<file path="src/rtl/divider_sequencer.sv">
// Programmable clock divider that steps through a 4-entry {divisor, duration} table,
// holding each divisor for a given number of output periods.
module divider_sequencer #(
    parameter int unsigned WIDTH       = 28,
    parameter int unsigned DEFAULT_DIV = 127551
) (
    input  logic             clock_in,
    input  logic             reset,
    input  logic             start,
    input  logic             stop,
    input  logic             loop,
    input  logic             cfg_we,
    input  logic [1:0]       cfg_addr,
    input  logic [WIDTH-1:0] cfg_div,
    input  logic [15:0]      cfg_dur,
    output logic             clock_out,
    output logic             busy,
    output logic [1:0]       step_idx,
    output logic             done,
    output logic             cfg_err
);

    typedef enum logic {
        IDLE = 1'b0,
        RUN  = 1'b1
    } state_t;

    state_t           state_q, state_d;
    logic [WIDTH-1:0] div_q [4];
    logic [15:0]      dur_q [4];
    logic [WIDTH-1:0] cnt_q, cnt_d;
    logic [WIDTH-1:0] cur_div_q, cur_div_d;
    logic [15:0]      rem_q, rem_d;
    logic [1:0]       step_q, step_d;
    logic             clk_q, clk_d;
    logic             done_q, done_d;
    logic             err_q, err_d;
    logic             tbl_we;
    logic             wrap;
    logic             seq_end;
    logic [1:0]       nxt_step;

    function automatic logic [15:0] eff_dur(input logic [15:0] d);
        return (d == 16'd0) ? 16'd1 : d;
    endfunction

    always_comb begin
        state_d   = state_q;
        cnt_d     = cnt_q;
        cur_div_d = cur_div_q;
        rem_d     = rem_q;
        step_d    = step_q;
        clk_d     = clk_q;
        done_d    = 1'b0;
        err_d     = 1'b0;
        tbl_we    = 1'b0;

        // cur_div_q is >= 2 whenever wrap is consumed, so the subtraction cannot underflow there
        wrap     = (cnt_q >= cur_div_q - WIDTH'(1));
        nxt_step = step_q + 2'd1;
        seq_end  = (step_q == 2'd3) || (div_q[nxt_step] == '0);

        if (cfg_we) begin
            if (state_q == IDLE && cfg_div != WIDTH'(1)) tbl_we = 1'b1;
            else                                         err_d  = 1'b1;
        end

        case (state_q)
            IDLE: begin
                cnt_d = '0;
                clk_d = 1'b0;
                if (start && !stop) begin
                    if (div_q[0] != '0) begin
                        state_d   = RUN;
                        step_d    = 2'd0;
                        cur_div_d = div_q[0];
                        rem_d     = eff_dur(dur_q[0]);
                    end else begin
                        done_d = 1'b1;
                    end
                end
            end
            RUN: begin
                if (stop) begin
                    state_d = IDLE;
                    cnt_d   = '0;
                    clk_d   = 1'b0;
                end else begin
                    clk_d = (cnt_q < (cur_div_q >> 1));
                    cnt_d = wrap ? '0 : cnt_q + WIDTH'(1);
                    if (wrap) begin
                        if (rem_q > 16'd1) begin
                            rem_d = rem_q - 16'd1;
                        end else if (!seq_end) begin
                            step_d    = nxt_step;
                            cur_div_d = div_q[nxt_step];
                            rem_d     = eff_dur(dur_q[nxt_step]);
                        end else if (loop) begin
                            step_d    = 2'd0;
                            cur_div_d = div_q[0];
                            rem_d     = eff_dur(dur_q[0]);
                        end else begin
                            state_d = IDLE;
                            done_d  = 1'b1;
                            clk_d   = 1'b0;
                        end
                    end
                end
            end
            default: state_d = IDLE;
        endcase
    end

    always_ff @(posedge clock_in) begin
        if (reset) begin
            state_q   <= IDLE;
            cnt_q     <= '0;
            cur_div_q <= '0;
            rem_q     <= '0;
            step_q    <= '0;
            clk_q     <= 1'b0;
            done_q    <= 1'b0;
            err_q     <= 1'b0;
            div_q[0]  <= WIDTH'(DEFAULT_DIV);
            dur_q[0]  <= 16'd1;
            for (int unsigned i = 1; i < 4; i++) begin
                div_q[i] <= '0;
                dur_q[i] <= '0;
            end
        end else begin
            state_q   <= state_d;
            cnt_q     <= cnt_d;
            cur_div_q <= cur_div_d;
            rem_q     <= rem_d;
            step_q    <= step_d;
            clk_q     <= clk_d;
            done_q    <= done_d;
            err_q     <= err_d;
            if (tbl_we) begin
                div_q[cfg_addr] <= cfg_div;
                dur_q[cfg_addr] <= cfg_dur;
            end
        end
    end

    assign clock_out = clk_q;
    assign busy      = (state_q == RUN);
    assign step_idx  = step_q;
    assign done      = done_q;
    assign cfg_err   = err_q;

endmodule

</file>
<file path="config.mk">
export PLATFORM = sky130hd
export DESIGN_NAME = divider_sequencer
export DESIGN_NICKNAME = d
export VERILOG_FILES = /design/src/rtl/divider_sequencer.sv
export SDC_FILE = /design/constraint.sdc
export NUM_CORES = 1
export LEC_CHECK = 0
export CAP_MARGIN = 15
export CORE_MARGIN = 2
export CORE_UTILIZATION = 65
export DETAILED_ROUTE_END_ITERATION = 8
export PLACE_DENSITY_LB_ADDON = 0.25
export SLEW_MARGIN = 15
export SYNTH_ARGS = -nofsm -noshare
export SYNTH_HDL_FRONTEND = slang
export SYNTH_SLANG_ARGS = --single-unit
</file>
<file path="constraint.sdc">
create_clock -name clock_in -period 7.54 [get_ports clock_in]
set_input_delay 1.508 -clock clock_in [delete_from_list [all_inputs] [get_ports clock_in]]
set_output_delay 1.508 -clock clock_in [all_outputs]
set_load 0.02 [all_outputs]
</file>
; ---- Yosys cells after proc, flatten, opt, wreduce, memory -nomap -nowiden
; Memories as Yosys holds them, arrays and structs flattened.
; Cells that the tools add are included.
[word_totals]
ram_bits = 176
memories = 2
inputBits = 52
register_bits = 78
[memory_table]
columns = memory, words, width, rd, rd_ports_with_merged_regs, write_ports, line
row1 = div_q, 4, 28, 2, 0, 4, 29  ; logic [WIDTH-1:0] div_q [4];
row2 = dur_q, 4, 16, 2, 0, 4, 30  ; logic [15:0] dur_q [4];
[op_classes]
n_bitwise = 2
add_sub_neg = 4
n_mux = 65
eq_ne = 9
n_reduce_logical = 13
order_cmp = 3
[ops]
columns = op, count
row1 = 28-bit 2-to-1 mux, 10
row2 = 16-bit 2-to-1 mux, 10
row3 = 28-bit case mux with 2 select lines, 2
row4 = 16-bit zero test, 2
row5 = 16-bit case mux with 2 select lines, 1
row6 = 1-bit 2-to-1 mux, 29
row7 = 28-bit by 1-bit adder with 28-bit output (second input constant), 1
row8 = 28-bit greater-or-equal comparator, 1
row9 = 28-bit zero test, 1
row10 = 28-bit by 27-bit less-than comparator with 1-bit output, 1
row11 = 28-bit by 1-bit != test with 1-bit output (second input constant), 1
row12 = 28-bit nonzero test, 1
row13 = 28-bit OR reduction, 1
row14 = 28-bit by 1-bit subtractor with 28-bit output (second input constant), 1
row15 = 2-bit 2-to-1 mux, 9
row16 = 16-bit by 1-bit > comparator with 1-bit output (second input constant), 1
row17 = 16-bit OR reduction, 1
row18 = 16-bit by 1-bit subtractor with 16-bit output (second input constant), 1
row19 = 2-bit by 1-bit != test with 1-bit output (second input constant), 3
row20 = 1-bit case mux with 2 select lines, 3
row21 = 6-bit AND reduction, 1
row22 = 5-bit AND reduction, 1
row23 = 2-bit != test (second input constant), 2
row24 = 4-bit by 3-bit != test with 1-bit output (second input constant), 1
row25 = other kinds (9), 11

; ---- Logic depth before layout (Yosys ltp)
[logic_depth]
word_depth = 9
depth_mapped = 18

; ---- Least setup slack after synthesis
; Ideal clock, no wire load.
[synth_path]
path_type = in2reg
start = in cfg_div[0]
end = mem div_q[0][0] (enable)
cell_stages = 7
n_path_buf = 1
arrival_time_ps = 3734
required_ps = 7158
slack_ps = 3424
path_cell_list = nor4b_1 -> and4_1 -> a41oi_1 -> and3b_1 -> nor3b_1 -> clkbuf_1 -> or2_2
[synth_lines]
columns = element, line
row1 = start: declaration, 14  ; input logic [WIDTH-1:0] cfg_div,
row2 = end: declaration, 29

; ---- Worst setup path in the final report
[layout_path]
start = reg step_q[1] (netlist: step_idx[1])
end = reg rem_q[14]
[layout_via]
elab_chain_len = 9
[layout_rtl]
columns = element, line
row1 = start: declaration, 34  ; logic [1:0] step_q, step_d;
row2 = start signal: assignment, 135  ; step_q <= step_d;
row3 = 2-bit by 1-bit adder with 2-bit output, 60  ; nxt_step = step_q + 2'd1;
row4 = memory read 4 x 16 bit or memory read 4 x 28 bit (tied branches), --
row5 = 16-bit zero test or 28-bit zero test (tied branches), "44, 61"
row6 = 16-bit 2-to-1 mux or 1-bit logical OR (tied branches), "44, 61"
row7 = 16-bit 2-to-1 mux, 94  ; end else if (!seq_end) begin
row8 = 16-bit 2-to-1 mux, 92  ; if (rem_q > 16'd1) begin
row9 = 16-bit 2-to-1 mux, 91  ; if (wrap) begin
row10 = 16-bit 2-to-1 mux, 84  ; if (stop) begin
row11 = 16-bit case mux with 2 select lines, 68  ; case (state_q)
row12 = end signal: assignment, 134  ; rem_q <= rem_d;
row13 = end: declaration, 33  ; logic [15:0] rem_q, rem_d;
; Parallel ways exist; a longest one is shown, timed or not. The select of a mux whose other input is x is not followed.
; A chain may end at the register's enable or synchronous reset.

==> metrics.md <==
| Metric | Value |
|---|---|
| Placed cells | `between 1k and 1.5k` |
| Post-CTS Resized | `0` |
| Required @ worst endpoint | `8.00 ns` |
| Cts hold-fix bufs | `0` |
| Input/output buffers | `57` |
| Synthesized cell area | `13400 sq um` |
| Final Max Tran Viols | `0` |
| Boundary Pins | `58` |
| CTS clk-pin slew, worst paths | `0.06 ns` |
| Sw power | `about 800 uW` |
| Critical Path End Type | `register` |
| Unrepaired setup endpoints after global routing | `no` |
| Max VDD drop | `roughly 0.00029 V` |
| TritonCTS buffer count | `26` |
| CP max FO | `27` |
| Grt total ovfl | `0` |
| Power density cells | `219 nW/um^2` |
| Layout Cells excl Fill | `1479` |
| Vias in the first global route | `9179` |
| R2R setup slack | `2.91 ns` |
| Hold Crit Endpoint | `rem_q[11]$_SDFFE_PP0P_` |
| Hold WS | `0.504 ns` |
| Crit-path max cell delay | `0.76 ns` |
| Launch point of the worst reg-to-reg path | `step_idx[1]$_SDFFE_PP0P_` |
| Pin count of the biggest net entering global routing | `60` |
| Initial antenna violation count | `0` |
| Setup TNS | `0 ns` |
| Final Util | `about 74%` |
| Hold Crit Depth | `2` |
| Root buffer selected by CTS | `clkbuf_16` |
| Worst skew pair latency | `0.53 ns` |
| Initial drt markers | `879` |
| Worst-Margin Slew | `1.12 ns` |
| Wirelength, routed | `31.4 mm` |
| DRT antenna net count | `0` |
| Hold Fails Final Rpt | `0` |
| Initial cell density of the core | `66.2%` |
| Syn_area_per_cell | `about 12 sq um` |
| Sw Ratio | `between 20 and 25%` |
| Total clock sinks | `254` |
| Drt drc | `0` |
| Clock power frac | `38.0%` |
| Gate count of the mapped netlist | `1148` |
| Tot Pwr | `3270 uW` |
| Number of fillers in the final layout | `1344` |
| Worst r2r dst | `rem_q[14]$_SDFFE_PP0P_` |
| Post-CTS Setup Inserts | `0` |
| Gr usage total | `29.6%` |
| Arrival time of the worst setup path | `5.08 ns` |
| Vias post-DR | `just over 9k` |
| Die Y | `148 um` |
| Power Internal | `2460 uW` |
| Status | `completed` |
| Peak Freq | `about 220 MHz` |
| Clk buf depth | `3` |
| Yosys cell types | `65` |
| Finish-stage setup viols | `0` |
| LEAKAGE | `0.00547 uW` |
| R2R depth | `11` |
| Area delta synth->final | `11.5%` |
| Min-Delay Startpoint | `rem_q[11]$_SDFFE_PP0P_` |
| Sequential area share after synthesis | `about half` |
| Number of H-tree levels | `1` |
| Vias per cell | `6.28` |
| Minimum clock period | `4.63 ns` |
| Startpoint Class | `register` |
| Max-Cap Viols | `0` |
| Clock Skews | `0.0107 ns` |
| CP cell instances | `ha_2, buf_4, mux4_2, nor4_1, and4_1, a311o_2, buf_4, or2_1, o22ai_1, or3_1, a21oi_1` |
| Share of cells above drive strength 1 | `around 9.8%` |
| Row count | `52` |
| Min-delay worst type | `reg2reg` |
| Final period util | `61.3%` |
| Register area | `6850 sq um` |
| Routed WL per cell | `21.2 um` |
| Post-synth EDFFs | `about 180` |
| Drt first pass iters | `5` |
| CP startpoint | `step_idx[1]$_SDFFE_PP0P_` |
| Crit-path most repeated cell | `buf_4` |
| #FFs+latches synth | `254` |
| Commonest non-fill, non-tap cell in the layout | `edfxtp_1` |
| Nets | `1300` |
| Crit path kind | `reg2reg` |
| Detailed Place HPWL | `21.5 mm` |
| Most frequent cells in the layout | `edfxtp_1, and2_1, nor2_1` |
| Comb pwr share | `12.4%` |
| CTS tree | `built` |
| Yosys warning count | `0` |
| Syn_nets | `1259` |
| Core area | `20200 sq um` |
| RePlAce Congestion | `about 0.95` |
| Rel. slew slack | `25.0%` |
| Async set-or-reset flop fraction in the synthesized netlist | `0%` |
| DIE AREA | `21800 sq um` |
| Slowest-stage cell, CP | `ha_2` |
| Die Wd | `148 um` |
| Antenna cells | `0` |
| Area of the multi-input gates | `6120 sq um` |
| Sequential Power Share | `around 50%` |
| Main synth FF type | `edfxtp_1` |
| First-pass GRT wire length | `50.4 mm` |
==> routing by layer <==
metal / GRT usage, % / part of all wire (%) / up-vias
li1: - / - / 4327
met1: 42.6 / 42 / 4486
met2: 47.4 / 47 / 415
met3: 4.51 / 8.3 / 67
met4: 8.56 / 2.6 / 0
met5: 0 / 0 / -
==> through the flow <==
step / setup slack, ns / instance area (sq um)
after floorplan: 3.42 / 13400
after global placement: 2.78 / 14100
after detailed placement: 2.71 / 14100
after CTS: 2.94 / 14900
after global routing: 2.33 / 14900
final: 2.91 / 14900
==> Yosys cell counts, drive strengths merged, types with 4 or more instances <==
master	count	area share [%]
and3	6	0.28
edfxtp	176	39
xor2	19	1.2
nand4	25	1.2
or2	4	0.19
or3	6	0.28
nor4	33	1.5
buf	22	1.3
nor2b	4	0.19
and2	167	7.8
o21a	4	0.22
xnor2	37	2.4
a211oi	37	2.4
mux2i	29	2.2
nand2	43	1.2
ha	59	5.5
and4	4	0.26
nor3	24	0.97
inv	39	1.1
nand3	23	0.86
nor2	100	2.8
a31oi	7	0.33
a21o	10	0.56
nand2b	15	0.70
a21oi	36	1.4
clkbuf	33	0.93
o21ai	18	0.67
mux4	44	7.4
dfxtp	78	12
==> final cells by class <==
type	count	share of cell area, %
timing repair buffer	68	4.34
clock buffer	38	5.01
sequential	254	45.9
clock inverter	10	0.520
tap	270	2.26
multi-input combinational	800	41.0
inverter	39	0.980
==> sequential cells by signal, summed over array words and instances (netlist names) <==
signal,cells
rem_q,16
step_idx,2
div_q,112
cfg_err,1
clock_out,1
cur_div_q,28
cnt_q,28
done,1
busy,1
dur_q,64
==> logic make-up (layout without fill, tap and decap cells) <==
kind of cell	after synthesis	count (layout)	synth area share, %
xor+xnor	56	56	3.66
buf+inv	94	155	3.28
mux	75	75	9.74
simple gates	466	466	19.0
compound gates	144	144	7.68
flops	254	254	51.1
fa+ha+maj	59	59	5.51
==> power groups by stage <==
stage	Clock (uW)	Combinational [uW]	Sequential, uW
after detailed placement	0	400	1650
after floorplan	0	284	1630
after global routing	1310	446	1630
final	1240	407	1620
after global placement	0	389	1640
after CTS	1250	403	1620
==> worst max-delay path by stage <==
stage                                 end  cells after the start
2_1_floorplan   div_q[0][0]$_SDFFCE_PN1P_                      7
5_1_grt              cnt_q[24]$_SDFF_PP0_                     15
3_3_place_gp   div_q[2][11]$_SDFFCE_PN0P_                      7
4_1_cts            rem_q[14]$_SDFFE_PP0P_                     11
3_5_place_dp   div_q[1][19]$_SDFFCE_PN0P_                      7
6_report           rem_q[14]$_SDFFE_PP0P_                     11
==> critical path, delay by kind of cell, from the launching register on <==
kind / cells / cell delay [ns]
multiplexers: 1 / 0.43
adder cells (fa/ha/maj): 1 / 0.76
AO/OA/AOI/OAI: 3 / 0.85
buffers and inverters: 2 / 0.95
AND/OR/NAND/NOR: 4 / 1.18
flip-flops: 1 / 0.37
Power figures use the tool's default switching activity.
